**config.mk**
```make
export PLATFORM = sky130hd
export DESIGN_NAME = pc_call_stack_counter_flat
export DESIGN_NICKNAME = d
export VERILOG_FILES = /design/src/rtl/pc_call_stack_counter_pkg.sv /design/src/rtl/pc_call_stack_counter_if.sv /design/src/rtl/pc_call_stack_counter_lifo_stack.sv /design/src/rtl/pc_call_stack_counter.sv /design/src/flat_wrapper.sv
export SDC_FILE = /design/constraint.sdc
export NUM_CORES = 1
export LEC_CHECK = 0
export CORE_MARGIN = 2
export CORE_UTILIZATION = 45
export DETAILED_ROUTE_END_ITERATION = 8
export DONT_BUFFER_PORTS = 1
export GPL_TIMING_DRIVEN = 0
export PLACE_DENSITY = 0.71
export SLEW_MARGIN = 20
export SYNTH_ARGS = -nofsm -noshare
export SYNTH_HDL_FRONTEND = slang
export SYNTH_SLANG_ARGS = --single-unit
export TNS_END_PERCENT = 30
```
**constraint.sdc**
```tcl
create_clock -name CLK -period 9.3 [get_ports CLK]
set_input_delay 0.93 -clock CLK [delete_from_list [all_inputs] [get_ports CLK]]
set_output_delay 0.93 -clock CLK [all_outputs]
set_load 0.005 [all_outputs]
```
**src/rtl/pc_call_stack_counter_pkg.sv**
```systemverilog
// Shared definitions for the Nibbler program counter: one-hot op codes and
// the width helper used to size the return-stack pointer.
package nibbler_pc_pkg;

    localparam int OP_W = 5;

    localparam logic [OP_W-1:0] OP_HOLD = 5'b00001;
    localparam logic [OP_W-1:0] OP_INC  = 5'b00010;
    localparam logic [OP_W-1:0] OP_LOAD = 5'b00100;
    localparam logic [OP_W-1:0] OP_CALL = 5'b01000;
    localparam logic [OP_W-1:0] OP_RET  = 5'b10000;

    // Bits needed to hold values 0 .. value-1; callers pass DEPTH+1 so that
    // a completely full stack still fits in the pointer.
    function automatic int clog2(input int value);
        int result;
        result = 0;
        while ((1 << result) < value) begin
            result = result + 1;
        end
        return result;
    endfunction

endpackage

```
**src/rtl/pc_call_stack_counter_if.sv**
```systemverilog
// Decoder-facing bundle of the program counter: op strobes and jump target in,
// PC value and stack/wrap status out.
interface pc_call_stack_counter_if
    import nibbler_pc_pkg::*;
#(
    parameter int WIDTH = 12,
    parameter int DEPTH = 4
);
    localparam int SPW = clog2(DEPTH + 1);

    logic             enable;
    logic             load;
    logic             call;
    logic             ret;
    logic [WIDTH-1:0] DATA_IN;
    logic [WIDTH-1:0] Count;
    logic             wrap;
    logic             stack_full;
    logic             stack_empty;
    logic             stack_err;
    logic [SPW-1:0]   sp;

    modport master (
        output enable, load, call, ret, DATA_IN,
        input  Count, wrap, stack_full, stack_empty, stack_err, sp
    );

    modport slave (
        input  enable, load, call, ret, DATA_IN,
        output Count, wrap, stack_full, stack_empty, stack_err, sp
    );

endinterface

```
**src/rtl/pc_call_stack_counter_lifo_stack.sv**
```systemverilog
// Return-address LIFO: refuses a push when full or a pop when empty and
// flags the refused attempt on err in the same cycle.
module lifo_stack
    import nibbler_pc_pkg::*;
#(
    parameter int WIDTH = 12,
    parameter int DEPTH = 4,
    localparam int SPW = clog2(DEPTH + 1)
) (
    input  logic             CLK,
    input  logic             reset,
    input  logic             push,
    input  logic             pop,
    input  logic [WIDTH-1:0] push_data,
    output logic [WIDTH-1:0] pop_data,
    output logic             full,
    output logic             empty,
    output logic [SPW-1:0]   sp,
    output logic             err
);

    logic [WIDTH-1:0] mem [DEPTH];

    assign full  = (sp == SPW'(DEPTH));
    assign empty = (sp == '0);
    assign err   = (push && full) || (pop && empty);

    // Top-of-stack read; a mux over valid entries avoids ever indexing past DEPTH.
    always_comb begin
        pop_data = '0;
        for (int i = 0; i < DEPTH; i++) begin
            if (sp == SPW'(i + 1)) begin
                pop_data = mem[i];
            end
        end
    end

    always_ff @(posedge CLK) begin
        if (reset) begin
            sp <= '0;
        end else if (push && !full) begin
            for (int i = 0; i < DEPTH; i++) begin
                if (sp == SPW'(i)) begin
                    mem[i] <= push_data;
                end
            end
            sp <= sp + SPW'(1);
        end else if (pop && !empty) begin
            sp <= sp - SPW'(1);
        end
    end

endmodule

```
**src/rtl/pc_call_stack_counter.sv**
```systemverilog
// Nibbler program counter: increment, jump, call and return with a bounded
// return stack, plus one-cycle wrap and stack-fault pulses.
module pc_call_stack_counter
    import nibbler_pc_pkg::*;
#(
    parameter int WIDTH = 12,
    parameter int DEPTH = 4
) (
    input logic                    CLK,
    input logic                    reset,
    pc_call_stack_counter_if.slave bus
);

    localparam int SPW = clog2(DEPTH + 1);

    logic [OP_W-1:0]  op;
    logic [WIDTH-1:0] count_q;
    logic             wrap_q;
    logic             stack_err_q;
    logic [WIDTH-1:0] pop_data;
    logic             full;
    logic             empty;
    logic             lifo_err;
    logic [SPW-1:0]   sp;

    // Only the highest-priority strobe survives; the rest are silently dropped.
    always_comb begin
        op = OP_HOLD;
        if (bus.load) begin
            op = OP_LOAD;
        end else if (bus.call) begin
            op = OP_CALL;
        end else if (bus.ret) begin
            op = OP_RET;
        end else if (bus.enable) begin
            op = OP_INC;
        end
    end

    lifo_stack #(
        .WIDTH (WIDTH),
        .DEPTH (DEPTH)
    ) u_stack (
        .CLK       (CLK),
        .reset     (reset),
        .push      (op == OP_CALL),
        .pop       (op == OP_RET),
        .push_data (count_q + WIDTH'(1)),
        .pop_data  (pop_data),
        .full      (full),
        .empty     (empty),
        .sp        (sp),
        .err       (lifo_err)
    );

    always_ff @(posedge CLK) begin
        if (reset) begin
            count_q     <= '0;
            wrap_q      <= 1'b0;
            stack_err_q <= 1'b0;
        end else begin
            wrap_q      <= 1'b0;
            stack_err_q <= lifo_err;
            case (op)
                OP_LOAD: count_q <= bus.DATA_IN;
                OP_CALL: if (!full) count_q <= bus.DATA_IN;
                OP_RET:  if (!empty) count_q <= pop_data;
                OP_INC: begin
                    count_q <= count_q + WIDTH'(1);
                    wrap_q  <= &count_q;
                end
                default: count_q <= count_q;
            endcase
        end
    end

    assign bus.Count       = count_q;
    assign bus.wrap        = wrap_q;
    assign bus.stack_err   = stack_err_q;
    assign bus.stack_full  = full;
    assign bus.stack_empty = empty;
    assign bus.sp          = sp;

endmodule
```
**src/flat_wrapper.sv**
```systemverilog
// flat-port wrapper written by rule: the top's interface ports become plain ports
module pc_call_stack_counter_flat import nibbler_pc_pkg::*;
#(
    parameter int WIDTH = 12,
    parameter int DEPTH = 4
)
  (CLK, reset, bus_enable, bus_load, bus_call, bus_ret, bus_DATA_IN, bus_Count, bus_wrap, bus_stack_full, bus_stack_empty, bus_stack_err, bus_sp);
  pc_call_stack_counter_if #(.WIDTH(WIDTH), .DEPTH(DEPTH)) bus_i ();
  input logic CLK;
  input logic reset;
  input wire logic [$bits(bus_i.enable)-1:0] bus_enable;
  input wire logic [$bits(bus_i.load)-1:0] bus_load;
  input wire logic [$bits(bus_i.call)-1:0] bus_call;
  input wire logic [$bits(bus_i.ret)-1:0] bus_ret;
  input wire logic [$bits(bus_i.DATA_IN)-1:0] bus_DATA_IN;
  output wire logic [$bits(bus_i.Count)-1:0] bus_Count;
  output wire logic [$bits(bus_i.wrap)-1:0] bus_wrap;
  output wire logic [$bits(bus_i.stack_full)-1:0] bus_stack_full;
  output wire logic [$bits(bus_i.stack_empty)-1:0] bus_stack_empty;
  output wire logic [$bits(bus_i.stack_err)-1:0] bus_stack_err;
  output wire logic [$bits(bus_i.sp)-1:0] bus_sp;
  assign bus_i.enable = bus_enable;
  assign bus_i.load = bus_load;
  assign bus_i.call = bus_call;
  assign bus_i.ret = bus_ret;
  assign bus_i.DATA_IN = bus_DATA_IN;
  assign bus_Count = bus_i.Count;
  assign bus_wrap = bus_i.wrap;
  assign bus_stack_full = bus_i.stack_full;
  assign bus_stack_empty = bus_i.stack_empty;
  assign bus_stack_err = bus_i.stack_err;
  assign bus_sp = bus_i.sp;
  pc_call_stack_counter #(.WIDTH(WIDTH), .DEPTH(DEPTH)) u_core (.CLK(CLK), .reset(reset), .bus(bus_i));
endmodule
```
* After elaboration in Yosys (flattened, before gate mapping)
Memories as Yosys holds them, arrays and structs flattened.
Index checks and enable logic that the tools add are counted.
** Word-level totals
- Bits in registers :: 17
- Word-level logic and storage cells :: 73
- Input bits :: 18
- Memories :: 1
- Bits in writable memories :: 48
- Output and inout port bits :: 19
** Operators by class
- Add/subtract/negate cells :: 3
- Equality and inequality tests :: 10
- Reduce and logical (&&, ||, !) cells :: 16
- Bitwise operators :: 1
- Muxes and demuxes :: 38
** Memories
- u_core.u_stack.mem :: words 4, bits a word 12, rd ports 4, clocked after memory_dff 0, write ports 1, RTL line pc_call_stack_counter_lifo_stack.sv:22 : logic [WIDTH-1:0] mem [DEPTH];
** Operator list (number)
- $mux W12 :: 9
- $pmux W12 S4 :: 1
- $reduce_or A12 Y1 :: 3
- $mux W1 :: 19
- $mux W5 :: 3
- $add A12 B1 Y12 const B :: 1
- $reduce_and A12 Y1 :: 1
- $mux W2 :: 4
- $eq A3 B2 Y1 const B :: 2
- $mux W3 :: 2
- $eq A5 B2 Y1 const B :: 1
- $eq A5 B3 Y1 const B :: 1
- $eq A5 B4 Y1 const B :: 1
- $eq A5 B5 Y1 const B :: 1
- $logic_and A1 B1 Y1 :: 4
- $ne A2 B2 Y1 const B :: 2
- $reduce_bool A4 Y1 :: 1
- $add A3 B1 Y3 const B :: 1
- $eq A3 B1 Y1 const B :: 1
- $eq A3 B3 Y1 const B :: 1
- $logic_not A3 Y1 :: 1
- $reduce_and A3 Y1 :: 1
- $sub A3 B1 Y3 const B :: 1
- $logic_not A1 Y1 :: 2
- 4 further kinds :: 4

* Depth between registers and ports, before layout
- Word-level depth :: 13
- Gate-level depth with buffers :: 9
- Depth with buffers taken out :: 8

* By module
A second synthesis with hierarchy kept.
** Second synthesis, totals
- Cells, all modules :: 273
- Area total of the unflattened synthesis :: 3250.6 um^2
** Modules (own cells, without submodules)
- lifo_stack :: cells an instance 149, area each 2248.4 um^2, sequential area each 1501.4 um^2, instances 1
- pc_call_stack_counter :: cells an instance 124, area each 1002.2 um^2, sequential area each 280.3 um^2, instances 1

* Worst setup path after synthesis
Ideal clock, no wire load.
- Kind :: input-to-reg
- Start :: in bus_call
- End :: mem u_core.u_stack.mem[2][0], enable pin
- Stages :: 3
- Setup time :: 0.417 ns
- Required time :: 8.883 ns
- Path buffers :: 1
- Setup slack :: 6.166 ns
- Data arrival time :: 2.717 ns
- Cells stage by stage :: buf_2 -> nand3b_1 -> nor4b_1
** On the way
- Word-level cells in the longest chain between the ends :: 11
- Elaborated cells between the ends (all ways) :: 25
- Those cells by class :: eq/ne (1); mux (20); reduce/logical (4)
** Ends and longest elaborated chain
- start: declaration :: RTL line flat_wrapper.sv:13 : input wire logic [$bits(bus_i.call)-1:0] bus_call;
- $mux W5 (*) :: RTL line pc_call_stack_counter.sv:31 : end else if (bus.call) begin
- $mux W5 (*) :: RTL line pc_call_stack_counter.sv:29 : if (bus.load) begin
- $eq A5 B4 Y1 (*) :: RTL line pc_call_stack_counter.sv:46 : .push (op == OP_CALL),
- $logic_and A1 B1 Y1 (*) :: RTL line pc_call_stack_counter_lifo_stack.sv:41 : end else if (push && !full) begin
- $mux W1 :: RTL line pc_call_stack_counter_lifo_stack.sv:41
- $mux W1 :: RTL line pc_call_stack_counter_lifo_stack.sv:39 : if (reset) begin
- $mux W1 (not written as such) :: RTL line pc_call_stack_counter_lifo_stack.sv:44 : mem[i] <= push_data;
- $reduce_or A12 Y1 (no source line)
- $mux W2 (no source line) / $mux W1 (equally long branches) (3 in a row)
- end: declaration :: RTL line pc_call_stack_counter_lifo_stack.sv:22
Mark *: on every way between the ends. The rest lies on a longest branch, timed or not.

* Worst setup path after layout
- Start :: reg u_core.u_stack.sp[0]
- End :: mem u_core.u_stack.mem[0][0], enable pin
** On the way
- Word-level cells in the longest chain between the ends :: 10
- Elaborated cells between the ends (all ways) :: 32
- Those cells by class :: eq/ne (4); mux (22); reduce/logical (6)
** Ends and longest elaborated chain
- start: declaration :: RTL line pc_call_stack_counter_lifo_stack.sv:18 : output logic [SPW-1:0] sp,
- start signal: assignment :: RTL line pc_call_stack_counter_lifo_stack.sv:47 : sp <= sp + SPW'(1);
- start signal: assignment :: RTL line pc_call_stack_counter_lifo_stack.sv:49 : sp <= sp - SPW'(1);
- $eq A3 B3 Y1 :: RTL line pc_call_stack_counter_lifo_stack.sv:24 : assign full = (sp == SPW'(DEPTH));
- $logic_not A1 Y1
- $logic_and A1 B1 Y1 :: RTL line pc_call_stack_counter_lifo_stack.sv:41
- $mux W1 :: RTL line pc_call_stack_counter_lifo_stack.sv:41
- $mux W1 :: RTL line pc_call_stack_counter_lifo_stack.sv:39
- $mux W1 (not written as such) :: RTL line pc_call_stack_counter_lifo_stack.sv:44
- $reduce_or A12 Y1 (no source line)
- $mux W2 (no source line) / $mux W1 (equally long branches) (3 in a row)
Parallel ways exist; a longest one is shown, timed or not.

==> flow_metrics.tcl <==
set metrics [dict create \
    grt_overflow_total 0 \
    buffer_ports.inserted 0 \
    multi_input_area_um2 1150 \
    fmax_mhz 373 \
    crit_path_cell_trace "inv_1, ha_1, nand2_4, buf_2, nand3b_1, nor3_2, buf_6" \
    final_area_um2 3400 \
    path_class "reg2reg" \
    syn_to_final_growth_pct 11.9 \
    cts_buffer_depth 2 \
    fin_tns_setup_ns 0 \
    fin_nets 297 \
    grt_pass1_wl_um 11000 \
    rsz0062_at_grt "no" \
    ys_seq_area_frac 0.586 \
    num_rows 29 \
    antenna_found_initial 0 \
    avgSynthCellArea_um2 11.9 \
    viasPerCell 6.16 \
    tritoncts "built" \
    dpl_cell_area_um2 3200 \
    drive_gt1_frac 0.156 \
    post_cts_buffers 0 \
    end_kind "flop" \
    num_vias 2174 \
    cts_hold_repair.buffers 0 \
    synth-edff-count 48 \
    cts_resized 0 \
    synth-main-ff-cell "edfxtp_1" \
    ff_latch_area_um2 1780 \
    peakVddDrop_mv 0.122 \
    yosys_warnings 0 \
    wirelength_um 6880 \
    crit_buf_inv 3 \
    p_leak_nw 1.14 \
    cts-buffers-inserted 9 \
    postSynth.asyncResetShare 0 \
    cts_root_buf "clkbuf_8" \
    drc 0 \
    clkLatencyLatePin_ns 0.34 \
    hold_viol 0 \
    crit_slowest_cell "nor3_2" \
    die_w_um 86.2 \
    die_y_um 86.2 \
    synth_area_um2 3040 \
    fill_cells 517 \
    ys_ff_latch 65 \
    gp_congestion 0.893 \
    wl_per_cell_um 19.5 \
    synth_nets 280 \
    slew_viol_final 0 \
    status "complete, no violations" \
    max_slew_margin 0.552 \
    period_needed_ns 2.68 \
    grt_util_all_layers 0.198 \
    dr.pass1.iters 5 \
    crit_path_max_incr_delay_ns 0.61 \
    clock-sinks 65 \
    post-route-util 0.530 \
    cap_viol_max_count 0 \
    dieArea_um2 7420 \
    diodes 0 \
    cts.htree.levels 3 \
    crit_required_ns 9.35 \
    grt_max_degree 11 \
    start_kind "flop" \
    critPathTopFamily "simple AND/OR/NAND/NOR gates" \
    drtIter0Drc 187 \
    start_util 0.473 \
    gr-usage-met2 0.317 \
    cts.reportedPaths.clkPinSlew_ns 0.06 \
    finalCritPeriodShare 0.288 \
    syn_inst 255 \
    dpl.hpwl_um 5210 \
    cp_max_fo 10 \
    power.density_nw_per_um2 192 \
    grt_pass1_vias 1999 \
    min_path_type "reg2reg" \
    tightest_slew_ns 0.672 \
    cp.arrival_ns 2.73 \
    finClkSkew_ns 0.00500 \
    met3_usage 0.0375 \
    route.antenna.remaining_nets 0 \
    use_met1 0.265 \
    busiest_layer "met2" \
    setup-violations-final 0 \
    core_area_um2 6420 \
    synth_cell_types 43 \
    io_pins 37 \
]
==> cells in the mapped netlist, types with 2 or more instances <==
| library cell | count | area share |
|---|---|---|
| o211ai_1 | 4 | 0.0099 |
| o21ai_0 | 8 | 0.013 |
| a21oi_1 | 31 | 0.051 |
| a22oi_1 | 3 | 0.0074 |
| clkbuf_1 | 3 | 0.0037 |
| o31ai_1 | 3 | 0.0074 |
| nor3b_1 | 2 | 0.0049 |
| buf_6 | 3 | 0.011 |
| buf_2 | 5 | 0.0082 |
| nand2_1 | 16 | 0.020 |
| inv_1 | 8 | 0.0099 |
| buf_4 | 3 | 0.0074 |
| a221oi_2 | 4 | 0.020 |
| nor4b_1 | 4 | 0.012 |
| o21ai_1 | 2 | 0.0033 |
| nor2_1 | 18 | 0.022 |
| xor2_1 | 7 | 0.020 |
| nand3_1 | 6 | 0.0099 |
| a221oi_1 | 11 | 0.032 |
| nand2b_1 | 3 | 0.0062 |
| nand4_1 | 3 | 0.0062 |
| nor3b_2 | 2 | 0.0082 |
| a211oi_1 | 10 | 0.025 |
| nor3_1 | 5 | 0.0082 |
| xnor2_1 | 4 | 0.012 |
| dfxtp_1 | 17 | 0.11 |
| ha_1 | 7 | 0.029 |
| edfxtp_1 | 48 | 0.47 |
==> layout make-up <==
cell class | instances | share of cell area
Buffer | 14 | 0.0272
Clock buffer | 11 | 0.0386
Clock inverter | 4 | 0.0202
Inverter | 9 | 0.00993
Multi-Input combinational cell | 167 | 0.339
Sequential cell | 65 | 0.524
Tap cell | 77 | 0.0283
Timing Repair Buffer | 6 | 0.0129
==> cell families (layout without fill, tap and decap cells) <==
group,Yosys count,after routing,share of synthesized area
AOI/OAI and AO/OA,82,82,0.185
xor gates and xnor gates,11,11,0.0317
adders and majority gates,7,7,0.0288
buffers and inverters,23,44,0.0416
DFF,65,65,0.586
and+or+nand+nor,67,67,0.127
==> state kept, by name (all words and copies together) (netlist names) <==
name / cells
u_core.bus.stack_err: 1
u_core.bus.Count: 12
u_core.u_stack.sp: 3
u_core.bus.wrap: 1
u_core.u_stack.mem: 48
==> metrics by stage <==
stage                     total power, mW  hold slack, ns  setup WS, ns  cells
after floorplan                     0.388           0.523          6.17    255
after global placement              0.405           0.543          5.22    332
after detailed placement            0.410           0.560          6.64    338
after CTS                           0.654           0.570          6.63    353
after global routing                0.671           0.606          6.45    353
final                               0.652           0.566          6.62    353
==> path summary, 6_finish.rpt <==
| check | startpoint | endpoint | slack (ns) | depth (start not counted) |
|---|---|---|---|---|
| hold / removal | u_core.bus.Count[9]$_SDFFE_PP0P_ | u_core.bus.Count[9]$_SDFFE_PP0P_ | 0.57 | 2 |
| hold reg to reg | u_core.bus.Count[9]$_SDFFE_PP0P_ | u_core.bus.Count[9]$_SDFFE_PP0P_ | 0.57 | 2 |
| setup / recovery | u_core.u_stack.sp[0]$_SDFFE_PP0P_ | u_core.u_stack.mem[0][0]$_DFFE_PP_ | 6.62 | 7 |
| setup reg to reg | u_core.u_stack.sp[0]$_SDFFE_PP0P_ | u_core.u_stack.mem[0][0]$_DFFE_PP_ | 6.62 | 7 |
==> where the power goes <==
part           switching [mW]  internal [mW]
Clock                  0.0993          0.148
Sequential             0.0109          0.324
Combinational          0.0435         0.0253
==> layout by cell type (no fill, tap or decap), types with 2 or more instances in the layout <==
| cell | count |
|---|---|
| nand3_1 | 6 |
| o21ai_0 | 8 |
| ha_1 | 7 |
| buf_6 | 4 |
| bufinv_16 | 2 |
| nor3b_2 | 3 |
| a221oi_1 | 11 |
| nor3_1 | 4 |
| a21oi_1 | 31 |
| o211ai_1 | 4 |
| nor2_1 | 18 |
| inv_1 | 8 |
| clkbuf_1 | 5 |
| a22oi_1 | 3 |
| buf_2 | 7 |
| nand2b_1 | 3 |
| a221oi_2 | 4 |
| nand4_1 | 3 |
| dfxtp_1 | 17 |
| edfxtp_1 | 48 |
| o21ai_1 | 2 |
| xor2_1 | 7 |
| nor4b_1 | 2 |
| a211oi_1 | 10 |
| buf_4 | 6 |
| xnor2_1 | 4 |
| o31ai_1 | 3 |
| nor4b_2 | 2 |
| clkbuf_8 | 9 |
| nand2_1 | 16 |
==> metal layers <==
metal	wire [um]	vias up
li1	-	1013
met1	2870	1049
met2	3320	101
met3	560	11
met4	125	0
met5	0	-
==> worst min-delay path, stage by stage, from the launching register on <==
cell      delay, ns
dfxtp_1        0.36
nor2_1         0.11
a211oi_1       0.05
(Power assumes the default switching activity.)
